===== src/rtl/ov5640_pkg.sv =====
// ov5640_pkg: shared definitions for the OV5640 DVP capture path.
//   state_t        capture FSM encoding (IDLE=0, SKIP=1, CAPTURE=2)
//   R_W/G_W/B_W    RGB565 field widths
//   rgb565_to_888  replicates the top bits of each 565 field into the low bits
//                  of the matching 8-bit field, so full scale stays full scale
package ov5640_pkg;

  typedef enum logic [1:0] {
    IDLE    = 2'd0,
    SKIP    = 2'd1,
    CAPTURE = 2'd2
  } state_t;

  localparam int R_W      = 5;
  localparam int G_W      = 6;
  localparam int B_W      = 5;
  localparam int RGB565_W = R_W + G_W + B_W;
  localparam int RGB888_W = 24;

  function automatic logic [RGB888_W-1:0] rgb565_to_888(input logic [RGB565_W-1:0] pix);
    logic [R_W-1:0] r;
    logic [G_W-1:0] g;
    logic [B_W-1:0] b;
    r = pix[RGB565_W-1 -: R_W];
    g = pix[B_W +: G_W];
    b = pix[0 +: B_W];
    return {r, r[R_W-1 -: 3], g, g[G_W-1 -: 2], b, b[B_W-1 -: 3]};
  endfunction

endpackage


===== src/rtl/ov5640_data_capture_if.sv =====
// ov5640_data_capture_if: DVP pins in, pixel write strobe out.
//   ov5640_vsync/href/data   camera DVP inputs (pixel-clock domain)
//   ov5640_wr_en             one-cycle strobe per captured pixel
//   ov5640_data_out          RGB888 {R,G,B}, meaningful only with ov5640_wr_en
//   frame_start              one-cycle pulse at each captured frame boundary
//   frame_cnt, line_err      statistics, present only with OV5640_CAPTURE_STATS_EN
// Handshake: ov5640_wr_en is a valid strobe with no ready; the sink has no
// way to stall and must accept every beat in the cycle it is presented.
// modport slave is the capture block, modport master is the camera/sink side.
interface ov5640_data_capture_if;

  logic        ov5640_vsync;
  logic        ov5640_href;
  logic [7:0]  ov5640_data;
  logic        ov5640_wr_en;
  logic [23:0] ov5640_data_out;
  logic        frame_start;
`ifdef OV5640_CAPTURE_STATS_EN
  logic [15:0] frame_cnt;
  logic        line_err;
`endif

  modport slave (
    input  ov5640_vsync, ov5640_href, ov5640_data,
`ifdef OV5640_CAPTURE_STATS_EN
    output frame_cnt, line_err,
`endif
    output ov5640_wr_en, ov5640_data_out, frame_start
  );

  modport master (
    output ov5640_vsync, ov5640_href, ov5640_data,
`ifdef OV5640_CAPTURE_STATS_EN
    input  frame_cnt, line_err,
`endif
    input  ov5640_wr_en, ov5640_data_out, frame_start
  );

endinterface


===== src/rtl/ov5640_sync_edge.sv =====
// ov5640_sync_edge: single input register stage for the DVP pins plus edge
// detection on the registered signals.
//   clk, rst_n      pixel clock, synchronous active-low reset
//   vsync, href     raw DVP syncs
//   data            raw DVP byte
//   href_q, data_q  stage-1 registered line-valid and byte
//   vs_rise         stage-1 vsync went 0->1 (frame boundary)
//   href_fall       stage-1 href went 1->0 (line end)
module ov5640_sync_edge (
  input  logic       clk,
  input  logic       rst_n,
  input  logic       vsync,
  input  logic       href,
  input  logic [7:0] data,
  output logic       href_q,
  output logic [7:0] data_q,
  output logic       vs_rise,
  output logic       href_fall
);

  logic vsync_q;
  logic vsync_qq;
  logic href_qq;

  always_ff @(posedge clk) begin
    if (!rst_n) begin
      vsync_q  <= 1'b0;
      vsync_qq <= 1'b0;
      href_q   <= 1'b0;
      href_qq  <= 1'b0;
      data_q   <= 8'd0;
    end else begin
      vsync_q  <= vsync;
      vsync_qq <= vsync_q;
      href_q   <= href;
      href_qq  <= href_q;
      data_q   <= data;
    end
  end

  assign vs_rise   = vsync_q & ~vsync_qq;
  assign href_fall = ~href_q & href_qq;

endmodule


===== src/rtl/ov5640_data_capture.sv =====
// ov5640_data_capture: OV5640 DVP -> SDRAM write-FIFO capture stage.
// Drops FRAME_SKIP whole frames after sys_init_done rises, then packs RGB565
// byte pairs into RGB888 words, one strobe per pixel, clipped to
// H_PIXEL x V_PIXEL per frame.
//   sys_clk        pixel clock (ov5640_pclk)
//   sys_rst_n      synchronous active-low reset
//   sys_init_done  camera/SDRAM init complete (level)
//   cam            DVP pins in, write strobe/data/frame_start out
//   dbg_state      current capture FSM state
// Optional macro OV5640_CAPTURE_STATS_EN adds frame_cnt and line_err.
module ov5640_data_capture
  import ov5640_pkg::*;
#(
  parameter int H_PIXEL    = 640,
  parameter int V_PIXEL    = 480,
  parameter int FRAME_SKIP = 10
) (
  input  logic                 sys_clk,
  input  logic                 sys_rst_n,
  input  logic                 sys_init_done,
  ov5640_data_capture_if.slave cam,
  output state_t               dbg_state
);

  localparam int PW = $clog2(H_PIXEL + 2);
  localparam int LW = $clog2(V_PIXEL + 1);
  localparam logic [PW-1:0] PIX_LIM  = PW'(H_PIXEL);
  localparam logic [PW-1:0] PIX_SAT  = PW'(H_PIXEL + 1);
  localparam logic [LW-1:0] LINE_LIM = LW'(V_PIXEL);
  localparam logic [15:0]   SKIP_N   = 16'(FRAME_SKIP);

  logic       href_q;
  logic [7:0] data_q;
  logic       vs_rise;
  logic       href_fall;

  ov5640_sync_edge u_sync (
    .clk       (sys_clk),
    .rst_n     (sys_rst_n),
    .vsync     (cam.ov5640_vsync),
    .href      (cam.ov5640_href),
    .data      (cam.ov5640_data),
    .href_q    (href_q),
    .data_q    (data_q),
    .vs_rise   (vs_rise),
    .href_fall (href_fall)
  );

  state_t            state;
  logic [15:0]       skip_cnt;
  logic [15:0]       skip_next;
  logic [PW-1:0]     pix_cnt;
  logic [LW-1:0]     line_cnt;
  logic              phase;
  logic [7:0]        hi_byte;
  logic              wr_en;
  logic [RGB888_W-1:0] data_out;
  logic              frame_start;
  logic              boundary;
`ifdef OV5640_CAPTURE_STATS_EN
  logic [15:0]       frame_cnt;
  logic              line_err;
`endif

  assign skip_next = skip_cnt + 16'd1;

  // The vs_rise that ends SKIP is itself the first captured frame boundary,
  // so SKIP exit and every CAPTURE vs_rise share the same frame restart.
  assign boundary = vs_rise &&
                    ((state == CAPTURE) || (state == SKIP && skip_next >= SKIP_N));

  always_ff @(posedge sys_clk) begin
    if (!sys_rst_n) begin
      state       <= IDLE;
      skip_cnt    <= 16'd0;
      pix_cnt     <= '0;
      line_cnt    <= '0;
      phase       <= 1'b0;
      hi_byte     <= 8'd0;
      wr_en       <= 1'b0;
      data_out    <= '0;
      frame_start <= 1'b0;
`ifdef OV5640_CAPTURE_STATS_EN
      frame_cnt   <= 16'd0;
      line_err    <= 1'b0;
`endif
    end else begin
      wr_en       <= 1'b0;
      frame_start <= 1'b0;
      if (!sys_init_done) begin
        state <= IDLE;
      end else begin
        case (state)
          IDLE: begin
            skip_cnt <= 16'd0;
            state    <= SKIP;
          end
          SKIP: begin
            if (vs_rise) begin
              skip_cnt <= skip_next;
              if (skip_next >= SKIP_N) state <= CAPTURE;
            end
          end
          CAPTURE: ;
          default: state <= IDLE;
        endcase

        if (boundary) begin
          // vs_rise takes priority over a coincident href_fall.
          pix_cnt     <= '0;
          line_cnt    <= '0;
          phase       <= 1'b0;
          frame_start <= 1'b1;
`ifdef OV5640_CAPTURE_STATS_EN
          frame_cnt   <= frame_cnt + 16'd1;
`endif
        end else if (state == CAPTURE) begin
          if (href_fall) begin
            // A dangling high byte is simply dropped with the phase reset.
            phase   <= 1'b0;
            pix_cnt <= '0;
            if (line_cnt < LINE_LIM) line_cnt <= line_cnt + LW'(1);
`ifdef OV5640_CAPTURE_STATS_EN
            if (pix_cnt != PIX_LIM) line_err <= 1'b1;
`endif
          end else if (href_q) begin
            phase <= ~phase;
            if (!phase) begin
              hi_byte <= data_q;
            end else begin
              if (pix_cnt < PIX_LIM && line_cnt < LINE_LIM) begin
                wr_en    <= 1'b1;
                data_out <= rgb565_to_888({hi_byte, data_q});
              end
              // Saturating one past the limit keeps over-long lines visible.
              if (pix_cnt < PIX_SAT) pix_cnt <= pix_cnt + PW'(1);
            end
          end
        end
      end
    end
  end

  assign cam.ov5640_wr_en    = wr_en;
  assign cam.ov5640_data_out = data_out;
  assign cam.frame_start     = frame_start;
`ifdef OV5640_CAPTURE_STATS_EN
  assign cam.frame_cnt       = frame_cnt;
  assign cam.line_err        = line_err;
`endif
  assign dbg_state           = state;

endmodule


===== src/flat_wrapper.sv =====
// flat-port wrapper written by rule: the top's interface ports become plain ports
module ov5640_data_capture_flat import ov5640_pkg::*;
#(
  parameter int H_PIXEL    = 640,
  parameter int V_PIXEL    = 480,
  parameter int FRAME_SKIP = 10
)
  (sys_clk, sys_rst_n, sys_init_done, dbg_state, cam_ov5640_vsync, cam_ov5640_href, cam_ov5640_data, cam_ov5640_wr_en, cam_ov5640_data_out, cam_frame_start);
  ov5640_data_capture_if cam_i ();
  input  logic sys_clk;
  input  logic sys_rst_n;
  input  logic sys_init_done;
  output state_t dbg_state;
  input wire logic [$bits(cam_i.ov5640_vsync)-1:0] cam_ov5640_vsync;
  input wire logic [$bits(cam_i.ov5640_href)-1:0] cam_ov5640_href;
  input wire logic [$bits(cam_i.ov5640_data)-1:0] cam_ov5640_data;
  output wire logic [$bits(cam_i.ov5640_wr_en)-1:0] cam_ov5640_wr_en;
  output wire logic [$bits(cam_i.ov5640_data_out)-1:0] cam_ov5640_data_out;
  output wire logic [$bits(cam_i.frame_start)-1:0] cam_frame_start;
  assign cam_i.ov5640_vsync = cam_ov5640_vsync;
  assign cam_i.ov5640_href = cam_ov5640_href;
  assign cam_i.ov5640_data = cam_ov5640_data;
  assign cam_ov5640_wr_en = cam_i.ov5640_wr_en;
  assign cam_ov5640_data_out = cam_i.ov5640_data_out;
  assign cam_frame_start = cam_i.frame_start;
  ov5640_data_capture #(.H_PIXEL(H_PIXEL), .V_PIXEL(V_PIXEL), .FRAME_SKIP(FRAME_SKIP)) u_core (.sys_clk(sys_clk), .sys_rst_n(sys_rst_n), .sys_init_done(sys_init_done), .cam(cam_i), .dbg_state(dbg_state));
endmodule

===== config.mk =====
export PLATFORM = sky130hd
export DESIGN_NAME = ov5640_data_capture_flat
export DESIGN_NICKNAME = d
export VERILOG_FILES = /design/src/rtl/ov5640_pkg.sv /design/src/rtl/ov5640_data_capture_if.sv /design/src/rtl/ov5640_sync_edge.sv /design/src/rtl/ov5640_data_capture.sv /design/src/flat_wrapper.sv
export SDC_FILE = /design/constraint.sdc
export NUM_CORES = 1
export LEC_CHECK = 0
export CORE_ASPECT_RATIO = 2
export CORE_UTILIZATION = 60
export DETAILED_ROUTE_END_ITERATION = 10
export HOLD_SLACK_MARGIN = 0.12
export PLACE_DENSITY = 0.9
export SLEW_MARGIN = 20
export SYNTH_ARGS = -nofsm -noshare
export SYNTH_HDL_FRONTEND = slang
export SYNTH_SLANG_ARGS = --single-unit

===== constraint.sdc =====
create_clock -name sys_clk -period 4.2 [get_ports sys_clk]
set_clock_uncertainty 0.05 [all_clocks]
set_input_delay 1.26 -clock sys_clk [delete_from_list [all_inputs] [get_ports sys_clk]]
set_output_delay 1.26 -clock sys_clk [all_outputs]
set_load 0.03 [all_outputs]

== Word level (Yosys, flattened, before mapping) ==
Cells that the tools add are included.

* Add/subtract/negate cells: 3
* Mux-type cells: 21
* Bitwise logic cells: 10
* Reductions and logical operators: 21
* Order comparisons: 4
* Equal/unequal tests: 4

{| class="wikitable"
|+ Operators by type and width
! operator !! count
|-
| 10-bit 2-to-1 mux || 6
|-
| 9-bit 2-to-1 mux || 4
|-
| 16-bit one-hot mux with 2 select lines || 1
|-
| 10-bit < comparator, second input constant || 2
|-
| 16-bit by 1-bit adder with 16-bit output, second input constant || 1
|-
| 16-bit by 4-bit greater-or-equal comparator with 1-bit output, second input constant || 1
|-
| 16-bit 2-to-1 mux || 1
|-
| 10-bit by 1-bit adder with 10-bit output, second input constant || 1
|-
| 9-bit by 1-bit adder with 9-bit output, second input constant || 1
|-
| 9-bit < comparator, second input constant || 1
|-
| 3-bit AND reduction || 3
|-
| 3-bit nonzero test || 3
|-
| 1-bit NOT || 8
|-
| 2-bit nonzero test || 4
|-
| 7-bit AND reduction || 1
|-
| 7-bit OR reduction || 1
|-
| 1-bit 2-to-1 mux || 6
|-
| 2-bit one-hot mux with 3 select lines || 1
|-
| 6-bit AND reduction || 1
|-
| 5-bit AND reduction || 1
|-
| 2-bit 2-to-1 mux || 2
|-
| 4-bit AND reduction || 1
|-
| 1-bit logical AND || 3
|-
| 1-bit bitwise AND || 2
|-
| other kinds (7) || 7
|}

* Logic and storage cells: 77
* Register bits after elaboration: 84

== Logic depth before layout (Yosys ltp) ==
Gate-level depths: netlist of the first run.

* Word-level depth: 7
* Depth in mapped cells: 9
* Depth with buffers taken out: 9

== Modules after synthesis ==
From an unflattened synthesis of the first run, not the netlist that was laid out.

* Cell total of the unflattened synthesis: 434
* Area total of the unflattened synthesis: 3761.1 µm²

{| class="wikitable"
|+ Modules (own cells, without submodules)
! module !! times used !! seq. area each (µm²) !! cells an instance !! area an instance (µm²)
|-
| ov5640_data_capture || 1 || 1281.2 || 407 || 3412.0
|-
| ov5640_sync_edge || 1 || 240.2 || 27 || 349.1
|}

== Worst setup path before layout of the first run ==
No wires, ideal clock.

* Path type: register to register
* Start point: register u_core.skip_cnt[0]
* End point: register u_core.line_cnt[0]
* Path slack: 1.317 ns
* Arrival time: 2.760 ns
* Required time: 4.077 ns
* Setup time: 0.073 ns
* Cell stages (with the launch flop): 9
* Path buffers: 0
* Cells stage by stage: dfxtp_1 -> ha_1 -> nand3_1 -> or4_4 -> mux2i_1 -> nor4b_4 -> a31oi_4 -> a211o_4 -> nor3_2

* Word-level cells in the longest chain between the ends: 7
* Elaborated cells on any way between the ends: 10
* Those cells by class: 1 x add/sub; 1 x order compare; 1 x mux; 7 x reduce/logical

{| class="wikitable"
|+ RTL lines
! element !! RTL line !! RTL
|-
| start, declared || ov5640_data_capture.sv:50 || <nowiki>logic [15:0] skip_cnt;</nowiki>
|-
| start signal, assigned || ov5640_data_capture.sv:100 || <nowiki>skip_cnt <= skip_next;</nowiki>
|-
| 16-bit by 1-bit adder with 16-bit output * || ov5640_data_capture.sv:65 || <nowiki>assign skip_next = skip_cnt + 16'd1;</nowiki>
|-
| 16-bit by 4-bit greater-or-equal comparator with 1-bit output * || ov5640_data_capture.sv:70 || <nowiki>((state == CAPTURE) || (state == SKIP && skip_next >= SKIP_N));</nowiki>
|-
| 1-bit logical AND * || ov5640_data_capture.sv:70 ||
|-
| 1-bit logical OR * || ov5640_data_capture.sv:70 ||
|-
| 1-bit logical AND * || ov5640_data_capture.sv:69 || <nowiki>assign boundary = vs_rise &&</nowiki>
|-
| 2-bit nonzero test (no source line) || n/a ||
|-
| 4-bit AND reduction (no source line) || n/a ||
|-
| end signal, assigned || ov5640_data_capture.sv:122 || <nowiki>if (line_cnt < LINE_LIM) line_cnt <= line_cnt + LW'(1);</nowiki>
|-
| end, declared || ov5640_data_capture.sv:53 || <nowiki>logic [LW-1:0] line_cnt;</nowiki>
|}

Mark *: on every way between the ends. The rest lies on a longest branch, timed or not.
A chain may end at the register's enable or synchronous reset.

== Worst setup path after layout of the first run ==
* Start point: register u_core.skip_cnt[0]
* End point: register u_core.phase

* Word-level cells in the longest chain between the ends: 7
* Elaborated cells on any way between the ends: 9
* Those cells by class: 1 x add/sub; 1 x order compare; 1 x mux; 6 x reduce/logical

{| class="wikitable"
|+ RTL lines
! element !! RTL line !! RTL
|-
| 16-bit by 1-bit adder with 16-bit output * || ov5640_data_capture.sv:65 ||
|-
| 16-bit by 4-bit greater-or-equal comparator with 1-bit output * || ov5640_data_capture.sv:70 ||
|-
| 1-bit logical AND * || ov5640_data_capture.sv:70 ||
|-
| 1-bit logical OR * || ov5640_data_capture.sv:70 ||
|-
| 1-bit logical AND * || ov5640_data_capture.sv:69 ||
|-
| 3-bit nonzero test (no source line) or 2-bit nonzero test (tied branches) || n/a ||
|-
| 3-bit AND reduction (no source line) || n/a ||
|-
| end signal, assigned || ov5640_data_capture.sv:127 || <nowiki>phase <= ~phase;</nowiki>
|-
| end, declared || ov5640_data_capture.sv:54 || <nowiki>logic phase;</nowiki>
|}

Marked as above.

==> impl_metrics.tcl, run 1 <==
set metrics [dict create \
    finalWeightedCongestion 1.035 \
    slowest_stage "nor4b_4" \
    synth_flop_cell "dfxtp_1" \
    postLayoutCellArea_sq_um 4360 \
    area_enclosed_by_the_die_boundary_sq_um 6467 \
    netlist_top_cells_count "dfxtp_1 (76), nor2_1 (65), nand2_1 (35), mux2i_1 (29), a21oi_1 (21)" \
    total_power_mw 1.574 \
    synthesis.nets 446 \
    placed_area_sq_um 4056 \
    worstSetupPathType "flip-flop to flip-flop" \
    regArea_sq_um 1521 \
    clkTransAtPathRegs_ps 60 \
    powerDensity_nw_per_um2 361.0 \
    hold_depth 2 \
    fillers 444 \
    power.leakage_nw 1.550 \
    post_drt_wl_per_cell_microns 16.89 \
    cts_setup_buffers 0 \
    tns_ps 0 \
    drt-vias-per-instance 6.168 \
    clk_root_buffer_cell "clkbuf_16" \
    hold_buffers 0 \
    worstPathArrival_ps 3660 \
    layout-drive-gt1-share_pct 8.225 \
    initial_standard_cell_utilization_of_the_core_pct 61.76 \
    worstHoldEndpoint "u_core.line_cnt[8]$_SDFFE_PN0P_" \
    grt.overflow.total 0 \
    hold_viol 0 \
    worstPathMaxFanout 10 \
    async_flop_share_pct 0 \
    worst_pin_slew_ps 838.7 \
    min_period_over_period_pct 82.04 \
    placedCellCount 509 \
    worst-r2r-setup-slack_ps 750 \
    timing.rr.end "u_core.phase$_SDFFE_PN0P_" \
    synth_top_area_share_pct 41.36 \
    htreeDepth 3 \
    clkLatencyLatePin_ps 340 \
    cp_cell_sequence "ha_1 > nand3_1 > or4_4 > mux2i_1 > nor4b_4 > a41oi_2 > or3_1 > a31oi_1" \
    power.ir.vdd_worst_v 0.0003450 \
    min_from "u_core.line_cnt[8]$_SDFFE_PN0P_" \
    drt_iter0_drc 172 \
    avgSynthCellArea_sq_um 8.595 \
    grt_pass1_wl_microns 15040 \
    post-synth-top-count-cell "dfxtp_1" \
    synth.largest_area_cell "dfxtp_1" \
    drtAntennaViolNets 0 \
    port_buffers 40 \
    floorplan_core_area_sq_um 5956 \
    failed_checks "design-rule violations" \
    fmaxAchievable_ghz 0.2902 \
    largest_net_degree_at_the_start_of_global_routing 42 \
    post-dp-hpwl_microns 6069 \
    slew-limit-headroom_pct 43.75 \
    path_buf_inv 0 \
    synth_cells 428 \
    syn_area_sq_um 3679 \
    cts_inserted_buffers 9 \
    die_h_microns 112.7 \
    startpoint_of_the_worst_slack_reg_to_reg_timing_path "u_core.skip_cnt[0]$_SDFFE_PN0P_" \
    cts_buffer_depth 2 \
    final-instance-count-excl-fill 525 \
    drt_wl_total_microns 8866 \
    drt_pre_antenna_iters 8 \
    multi_input_comb_area_sq_um 1966 \
    number_of_placement_rows 40 \
    final-setup-viol-count 0 \
    synth-seq-cells 76 \
    vias_in_the_first_global_route 3227 \
    timing.critical_path.required_ps 4410 \
    synthToLayoutAreaGrowth_pct 18.54 \
    post-route-min-period_ps 3446 \
    antenna_found_initial 0 \
    drt_drc_violations_left 7 \
    tritoncts "built" \
    design.portCount 41 \
    synth_enable_flop_cells 0 \
    die_width_microns 57.37 \
    reg2reg_depth 8 \
    post_synth_main_area_contributors "dfxtp_1 (41%), mux2i_1 (7.9%), nor2_1 (6.6%), nand2_1 (3.6%), and2_1 (3.1%)" \
    cap_violations 0 \
    detailroute.via_count 3238 \
    grt_setup_unrepaired "false" \
    cell_family_contributing_the_most_delay_on_the_critical_path "simple AND/OR/NAND/NOR gates" \
    numClockSinks 76 \
    ys_types 57 \
    finish.net_count 475 \
    cts_repair_resize_count 0 \
    synth_warnings 0 \
    slew_violations 0 \
    pre_cts_setup_slack_ps 618.7 \
    crit_path_start_kind "flip-flop" \
    run_status "finished with violations" \
    antenna_cells 0 \
    setup_ws_ps 754.3 \
    worstSetupEndpointType "flip-flop" \
    grtUsageTotal_pct 30.07 \
    hold_path.class "flip-flop to flip-flop" \
    ys_seq_area_share_pct 41.36 \
    critical-path-max-stage-delay_ps 710 \
]
flip-flops by register name, indices dropped and copies added (netlist names):
register / count
u_core.cam.frame_start: 1
u_core.phase: 1
u_core.pix_cnt: 10
u_core.u_sync.href_q: 1
u_core.u_sync.href_qq: 1
u_core.u_sync.vsync_q: 1
u_core.cam.ov5640_data_out: 16
u_core.u_sync.vsync_qq: 1
u_core.line_cnt: 9
u_core.cam.ov5640_wr_en: 1
u_core.skip_cnt: 16
u_core.u_sync.data_q: 8
u_core.dbg_state: 2
u_core.hi_byte: 8
area by class of cell:
class	instances	area share, %
clock buffer	12	5.882
clock inverter	4	1.090
inverter	12	1.033
multi-input combinational	312	45.08
sequential	76	34.89
tap	63	1.808
timing repair buffer	46	10.22
worst min-delay path: stages, from the launching register on:
cell     delay [ps]
dfxtp_1         310
inv_1            50
a21oi_1          50
logic make-up (layout without fill, tap and decap cells):
group | count (synthesis) | count (layout) | synth area share (%)
buf+inv | 40 | 74 | 5.442
flops | 76 | 76 | 41.36
mux | 29 | 29 | 7.891
simple gates | 198 | 198 | 27.86
xor+xnor | 13 | 13 | 3.095
compound gates | 67 | 67 | 12.65
fa+ha+maj | 5 | 5 | 1.701
worst max path at each step:
| stage | startpoint | to | slack [ps] | depth (start not counted) |
|---|---|---|---|---|
| after global routing | u_core.skip_cnt[0]$_SDFFE_PN0P_ | u_core.phase$_SDFFE_PN0P_ | 590 | 8 |
| after floorplan | u_core.skip_cnt[0]$_SDFFE_PN0P_ | u_core.line_cnt[0]$_SDFFE_PN0P_ | 1320 | 8 |
| after CTS | u_core.skip_cnt[0]$_SDFFE_PN0P_ | u_core.phase$_SDFFE_PN0P_ | 800 | 8 |
| final | u_core.skip_cnt[0]$_SDFFE_PN0P_ | u_core.phase$_SDFFE_PN0P_ | 750 | 8 |
| after global placement | sys_init_done | u_core.line_cnt[6]$_SDFFE_PN0P_ | 680 | 8 |
| after detailed placement | sys_init_done | u_core.line_cnt[7]$_SDFFE_PN0P_ | 620 | 8 |
per-layer routing:
layer  track usage [%]  vias to the layer above  wire length (microns)
li1                  -                     1546                      -
met1             29.98                     1537                   3178
met2             54.50                      124                   4923
met3             6.743                       31                    369
met4             18.05                        0                    395
met5                 0                        -                      0
where the power goes:
| group | internal (mW) | switching, mW |
|---|---|---|
| registers | 0.728 | 0.00783 |
| logic | 0.0251 | 0.0354 |
| clock network | 0.490 | 0.288 |
| total | 1.24 | 0.331 |
cell usage in the layout, fill, tap and decap left out, types with 4 or more instances in the layout:
cell type / instances
dfxtp_1: 76
nor2_1: 64
clkdlybuf4s50_1: 40
nand2_1: 35
mux2i_1: 29
a21oi_1: 21
and2_1: 18
nor3_1: 16
nand3_1: 15
o21ai_0: 14
and3_1: 12
inv_1: 11
xnor2_1: 10
clkbuf_16: 9
a211oi_1: 6
nor4_1: 6
buf_4: 6
nand4_1: 5
ha_1: 5
nor2b_1: 4
or3_1: 4
o21a_1: 4
per-stage QoR:
| stage | hold WS, ps | util, % |
|---|---|---|
| global placement | 382.3 | 68.11 |
| global route | 430.7 | 73.21 |
| floorplan | 373.8 | - |
| finish | 413.2 | 73.21 |
| detailed placement | 391.0 | 68.11 |
| CTS | 417.1 | 73.21 |
Note: power is estimated with default switching activity, not from simulation.
==> inputs of run 2 (changes only) <==
--- a/config.mk
+++ b/config.mk
@@ -6,10 +6,10 @@
 export NUM_CORES = 1
 export LEC_CHECK = 0
 export CORE_ASPECT_RATIO = 2
-export CORE_UTILIZATION = 60
+export CORE_UTILIZATION = 56
 export DETAILED_ROUTE_END_ITERATION = 10
 export HOLD_SLACK_MARGIN = 0.12
-export PLACE_DENSITY = 0.9
+export PLACE_DENSITY = 0.85
 export SLEW_MARGIN = 20
 export SYNTH_ARGS = -nofsm -noshare
 export SYNTH_HDL_FRONTEND = slang
==> constraint.sdc (replaced) <==
create_clock -name sys_clk -period 3.5 [get_ports sys_clk]
set_clock_uncertainty 0.05 [all_clocks]
set_input_delay 1.05 -clock sys_clk [delete_from_list [all_inputs] [get_ports sys_clk]]
set_output_delay 1.05 -clock sys_clk [all_outputs]
set_load 0.03 [all_outputs]
==> impl_metrics.tcl, run 2 (synthesized netlist as in run 1, its figures left out) <==
set metrics [dict create \
    grtUsageTotal_pct 26.32 \
    worstHoldEndpoint "u_core.line_cnt[8]$_SDFFE_PN0P_" \
    detailroute.via_count 3181 \
    htreeDepth 3 \
    grt_pass1_wl_microns 13680 \
    run_status "finished, final reports clean" \
    final-setup-viol-count 0 \
    fillers 507 \
    power.ir.vdd_worst_v 0.0004235 \
    cts_buffer_depth 2 \
    clk_root_buffer_cell "clkbuf_16" \
    layout.cells.most_common_list "dfxtp_1 (76), nor2_1 (64), clkdlybuf4s50_1 (40)" \
    worstSetupEndpointType "flip-flop" \
    synthToLayoutAreaGrowth_pct 20.41 \
    number_of_placement_rows 41 \
    drt_drc_violations_left 0 \
    hold_buffers 0 \
    antenna_cells 0 \
    initial_standard_cell_utilization_of_the_core_pct 58.30 \
    die_width_microns 59.31 \
    worst_pin_slew_ps 649.4 \
    clkLatencyLatePin_ps 330 \
    setup_ws_ps 327.2 \
    drt_iter0_drc 114 \
    most_common_cell_after_layout_fill_and_taps_aside "dfxtp_1" \
    timing.rr.end "u_core.line_cnt[8]$_SDFFE_PN0P_" \
    powerDensity_nw_per_um2 430.5 \
    worstPathMaxFanout 8 \
    startpoint_of_the_worst_slack_reg_to_reg_timing_path "u_core.skip_cnt[0]$_SDFFE_PN0P_" \
    cts_inserted_buffers 9 \
    grt_setup_unrepaired "false" \
    post_drt_wl_per_cell_microns 15.25 \
    min_from "u_core.line_cnt[8]$_SDFFE_PN0P_" \
    worst-r2r-setup-slack_ps 330 \
    tns_ps 0 \
    layout-drive-gt1-share_pct 9.013 \
    floorplan_core_area_sq_um 6310 \
    reg2reg_depth 9 \
    drt_pre_antenna_iters 4 \
    tritoncts "built" \
    largest_net_degree_at_the_start_of_global_routing 25 \
    vias_in_the_first_global_route 2984 \
    slew_violations 0 \
    min_period_over_period_pct 90.65 \
    hold_depth 2 \
    slew-limit-headroom_pct 56.65 \
    worstSetupPathType "flip-flop to flip-flop" \
    power.leakage_nw 1.575 \
    cap_violations 0 \
    numClockSinks 76 \
    hold_path.class "flip-flop to flip-flop" \
    post-route-min-period_ps 3173 \
    drtAntennaViolNets 0 \
    pre_cts_setup_slack_ps 257.5 \
    port_buffers 40 \
    hold_viol 0 \
    cts_setup_buffers 0 \
    crit_path_start_kind "flip-flop" \
    cts_repair_resize_count 0 \
    timing.critical_path.required_ps 3710 \
    finalWeightedCongestion 0.8518 \
    antenna_found_initial 0 \
    area_enclosed_by_the_die_boundary_sq_um 6917 \
    grt.overflow.total 0 \
    post-dp-hpwl_microns 5971 \
    finish.net_count 480 \
    drt_wl_total_microns 8419 \
    fmaxAchievable_ghz 0.3152 \
    drt-vias-per-instance 5.763 \
    worstPathArrival_ps 3390 \
    design.portCount 41 \
    die_h_microns 116.6 \
    clkTransAtPathRegs_ps 50 \
]
-- run 2: changes by cell type in the layout (fill, tap and decap cells not counted) --
cell       change
buf_4          +5
clkbuf_8       -2
bufinv_16      +1
-- run 2: stage by stage --
| stage | area (sq um) | total power [mW] | util, % | cells | hold slack [ps] |
|---|---|---|---|---|---|
| 5_1_grt | 4429 | 1.970 | 70.20 | 552 | 431.3 |
| 4_1_cts | 4429 | 1.918 | 70.20 | 552 | 404.8 |
| 3_5_place_dp | 4123 | 0.9742 | 65.34 | 537 | 387.8 |
| 2_1_floorplan | 3679 | 0.9403 | - | 428 | 373.8 |
| 6_report | 4429 | 1.907 | 70.20 | 552 | 408.7 |
| 3_3_place_gp | 4123 | 0.9732 | 65.34 | 537 | 382.9 |
-- run 2: cell type report --
class / instances / area [sq um] / area share [%]
Clock inverter: 5 / 77.57 / 1.751
Inverter: 12 / 45.04 / 1.017
Timing Repair Buffer: 51 / 483.0 / 10.90
Clock buffer: 10 / 229.0 / 5.169
Tap cell: 86 / 107.6 / 2.429
Multi-Input combinational cell: 312 / 1966 / 44.38
Sequential cell: 76 / 1521 / 34.35
-- run 2: how the worst max path moves through the flow --
stage,start,end,slack [ps],cells past startpoint
after floorplan,u_core.skip_cnt[0]$_SDFFE_PN0P_,u_core.line_cnt[0]$_SDFFE_PN0P_,620,8
after global placement,sys_init_done,u_core.line_cnt[8]$_SDFFE_PN0P_,330,7
after detailed placement,sys_init_done,u_core.pix_cnt[3]$_SDFFE_PN0P_,260,8
after CTS,u_core.skip_cnt[0]$_SDFFE_PN0P_,u_core.line_cnt[8]$_SDFFE_PN0P_,320,9
after global routing,u_core.skip_cnt[0]$_SDFFE_PN0P_,u_core.line_cnt[8]$_SDFFE_PN0P_,130,9
final,u_core.skip_cnt[0]$_SDFFE_PN0P_,u_core.line_cnt[8]$_SDFFE_PN0P_,330,9
-- run 2: worst max-delay path, cell delays in order, from the launching register on --
cell       delay [ps]
dfxtp_1           450
ha_1              300
nand3_1           200
or4_4             590
mux2i_1           300
nor4b_4           130
buf_4             200
a2111oi_1         570
nand3_1           170
a21oi_1           160
-- run 2: per-layer routing --
| layer | GRT usage [%] | vias to the layer above | routed length, microns | share of wire (%) |
|---|---|---|---|---|
| met2 | 48.01 | 81 | 4642 | 55 |
| li1 | - | 1554 | - | - |
| met1 | 25.92 | 1516 | 3153 | 37 |
| met5 | 0 | - | 0 | 0 |
| met4 | 15.24 | 0 | 319 | 3.8 |
| met3 | 6.312 | 30 | 304 | 3.6 |
-- run 2: power breakdown --
part	switching [mW]	total [mW]	internal [mW]
registers	0.00926	0.884	0.874
clock network	0.333	0.950	0.617
logic	0.0418	0.0733	0.0316
==> inputs of run 3 (changes only) <==
--- a/config.mk
+++ b/config.mk
@@ -6,10 +6,10 @@
 export NUM_CORES = 1
 export LEC_CHECK = 0
 export CORE_ASPECT_RATIO = 2
-export CORE_UTILIZATION = 56
+export CORE_UTILIZATION = 54
 export DETAILED_ROUTE_END_ITERATION = 10
 export HOLD_SLACK_MARGIN = 0.12
-export PLACE_DENSITY = 0.85
+export PLACE_DENSITY = 0.83
 export SLEW_MARGIN = 20
 export SYNTH_ARGS = -nofsm -noshare
 export SYNTH_HDL_FRONTEND = slang
==> impl_metrics.tcl, run 3 (synthesized netlist as in run 1, its figures left out) <==
set metrics [dict create \
    drt_iter0_drc 145 \
    antenna_found_initial 0 \
    reg2reg_depth 9 \
    tritoncts "built" \
    worst_pin_slew_ps 600.7 \
    cap_violations 0 \
    grt_setup_unrepaired "false" \
    timing.rr.end "u_core.line_cnt[6]$_SDFFE_PN0P_" \
    antenna_cells 0 \
    hold_depth 2 \
    cts_inserted_buffers 9 \
    min_period_over_period_pct 89.57 \
    crit_path_start_kind "flip-flop" \
    startpoint_of_the_worst_slack_reg_to_reg_timing_path "u_core.skip_cnt[0]$_SDFFE_PN0P_" \
    worstHoldEndpoint "u_core.line_cnt[8]$_SDFFE_PN0P_" \
    slowest_stage "or4_4" \
    largest_net_degree_at_the_start_of_global_routing 22 \
    drt_drc_violations_left 0 \
    vias_in_the_first_global_route 3132 \
    die_width_microns 60.36 \
    setup_ws_ps 365.1 \
    slew-limit-headroom_pct 59.90 \
    power.ir.vdd_worst_v 0.0003758 \
    drt-vias-per-instance 5.760 \
    hold_slack_ps 400.7 \
    grt.overflow.total 0 \
    power.switching_fraction_pct 20.46 \
    number_of_placement_rows 42 \
    worstPathMaxFanout 8 \
    clkTransAtPathRegs_ps 50 \
    post-dp-hpwl_microns 6091 \
    worstPathArrival_ps 3300 \
    detailroute.via_count 3197 \
    drt_wl_total_microns 8489 \
    post_drt_wl_per_cell_microns 15.30 \
    postLayoutCellArea_sq_um 4439 \
    floorplan_core_area_sq_um 6621 \
    post-route-min-period_ps 3135 \
    synthToLayoutAreaGrowth_pct 20.68 \
    final_core_util_pct 67.04 \
    layout.cells.most_common_list "dfxtp_1 (76), nor2_1 (64), clkdlybuf4s50_1 (40)" \
    clock_network_fraction_of_total_power_pct 49.8 \
    cts_repair_resize_count 0 \
    layout-drive-gt1-share_pct 9.208 \
    worstSetupEndpointType "flip-flop" \
    drtAntennaViolNets 0 \
    clk_root_buffer_cell "clkbuf_16" \
    hold_path.class "flip-flop to flip-flop" \
    share_seq_of_total_power_pct 46.3 \
    cts_setup_buffers 0 \
    worstSetupPathType "flip-flop to flip-flop" \
    power.leakage_nw 1.582 \
    hold_buffers 0 \
    drt_pre_antenna_iters 4 \
    combPwrFrac_pct 3.9 \
    cell_family_contributing_the_most_delay_on_the_critical_path "simple AND/OR/NAND/NOR gates" \
    placed_area_sq_um 4125 \
    fmaxAchievable_ghz 0.3190 \
    cts_buffer_depth 2 \
    cp_cell_sequence "ha_1 > nand3_1 > or4_4 > mux2i_1 > nor4b_4 > buf_4 > a2111oi_1 > xnor2_1 > nor2_1" \
    htreeDepth 3 \
    initial_standard_cell_utilization_of_the_core_pct 55.56 \
    powerDensity_nw_per_um2 429.5 \
    finish.net_count 480 \
    pre_cts_setup_slack_ps 220.1 \
    final-setup-viol-count 0 \
    path_buf_inv 1 \
    finalWeightedCongestion 0.9427 \
    run_status "finished, final reports clean" \
    area_enclosed_by_the_die_boundary_sq_um 7166 \
    timing.critical_path.required_ps 3670 \
    cellInternalPower_mw 1.517 \
    hold_viol 0 \
    critical-path-max-stage-delay_ps 580 \
    port_buffers 40 \
    tns_ps 0 \
    min_from "u_core.line_cnt[8]$_SDFFE_PN0P_" \
    clkLatencyLatePin_ps 330 \
    design.portCount 41 \
    slew_violations 0 \
    numClockSinks 76 \
    total_switching_power_uw 390.0 \
    grtUsageTotal_pct 26.06 \
    die_h_microns 118.7 \
    worst-r2r-setup-slack_ps 370 \
    most_common_cell_after_layout_fill_and_taps_aside "dfxtp_1" \
    grt_pass1_wl_microns 14150 \
    fillers 545 \
]
## run 3: tightest hold or removal path: stages, from the launching register on
cell and delay (ps):
dfxtp_1 310, inv_1 50, a21oi_1 50
## run 3: cell type report
class                      instances  area [sq um]  area share, %
clock buffer                      13         270.3          6.088
clock inverter                     3         43.79         0.9865
tap                               88         110.1          2.480
multi-input combinational        312          1966          44.28
timing repair buffer              51         483.0          10.88
sequential                        76          1521          34.27
inverter                          12         45.04          1.015
## run 3: worst max path at each step
stage,start,endpoint,cells after the start
finish,u_core.skip_cnt[0]$_SDFFE_PN0P_,u_core.line_cnt[6]$_SDFFE_PN0P_,9
global route,u_core.skip_cnt[0]$_SDFFE_PN0P_,u_core.line_cnt[6]$_SDFFE_PN0P_,9
CTS,u_core.skip_cnt[0]$_SDFFE_PN0P_,u_core.line_cnt[8]$_SDFFE_PN0P_,9
detailed placement,sys_init_done,u_core.line_cnt[6]$_SDFFE_PN0P_,7
global placement,sys_init_done,u_core.line_cnt[8]$_SDFFE_PN0P_,7
floorplan,u_core.skip_cnt[0]$_SDFFE_PN0P_,u_core.line_cnt[0]$_SDFFE_PN0P_,8
## run 3: per-stage QoR
stage / total power [mW] / cells
3_3_place_gp: 0.9732 / 539
2_1_floorplan: 0.9403 / 428
5_1_grt: 1.963 / 555
3_5_place_dp: 0.9753 / 539
6_report: 1.907 / 555
4_1_cts: 1.916 / 555
## run 3: per-layer routing
layer | share of wire, % | track usage [%] | vias to the layer above
met1 | 38 | 24.88 | 1533
li1 | - | - | 1549
met4 | 3.1 | 12.79 | 0
met5 | 0 | 0 | -
met3 | 3.5 | 5.361 | 28
met2 | 56 | 48.63 | 87
## run 3: power groups by stage
stage               Sequential (mW)  Combinational [mW]  Clock (mW)
floorplan                     0.899              0.0410           0
global placement              0.901              0.0719           0
detailed placement            0.902              0.0734           0
CTS                           0.883              0.0741       0.959
global route                  0.884              0.0810       0.998
finish                        0.883              0.0738       0.950
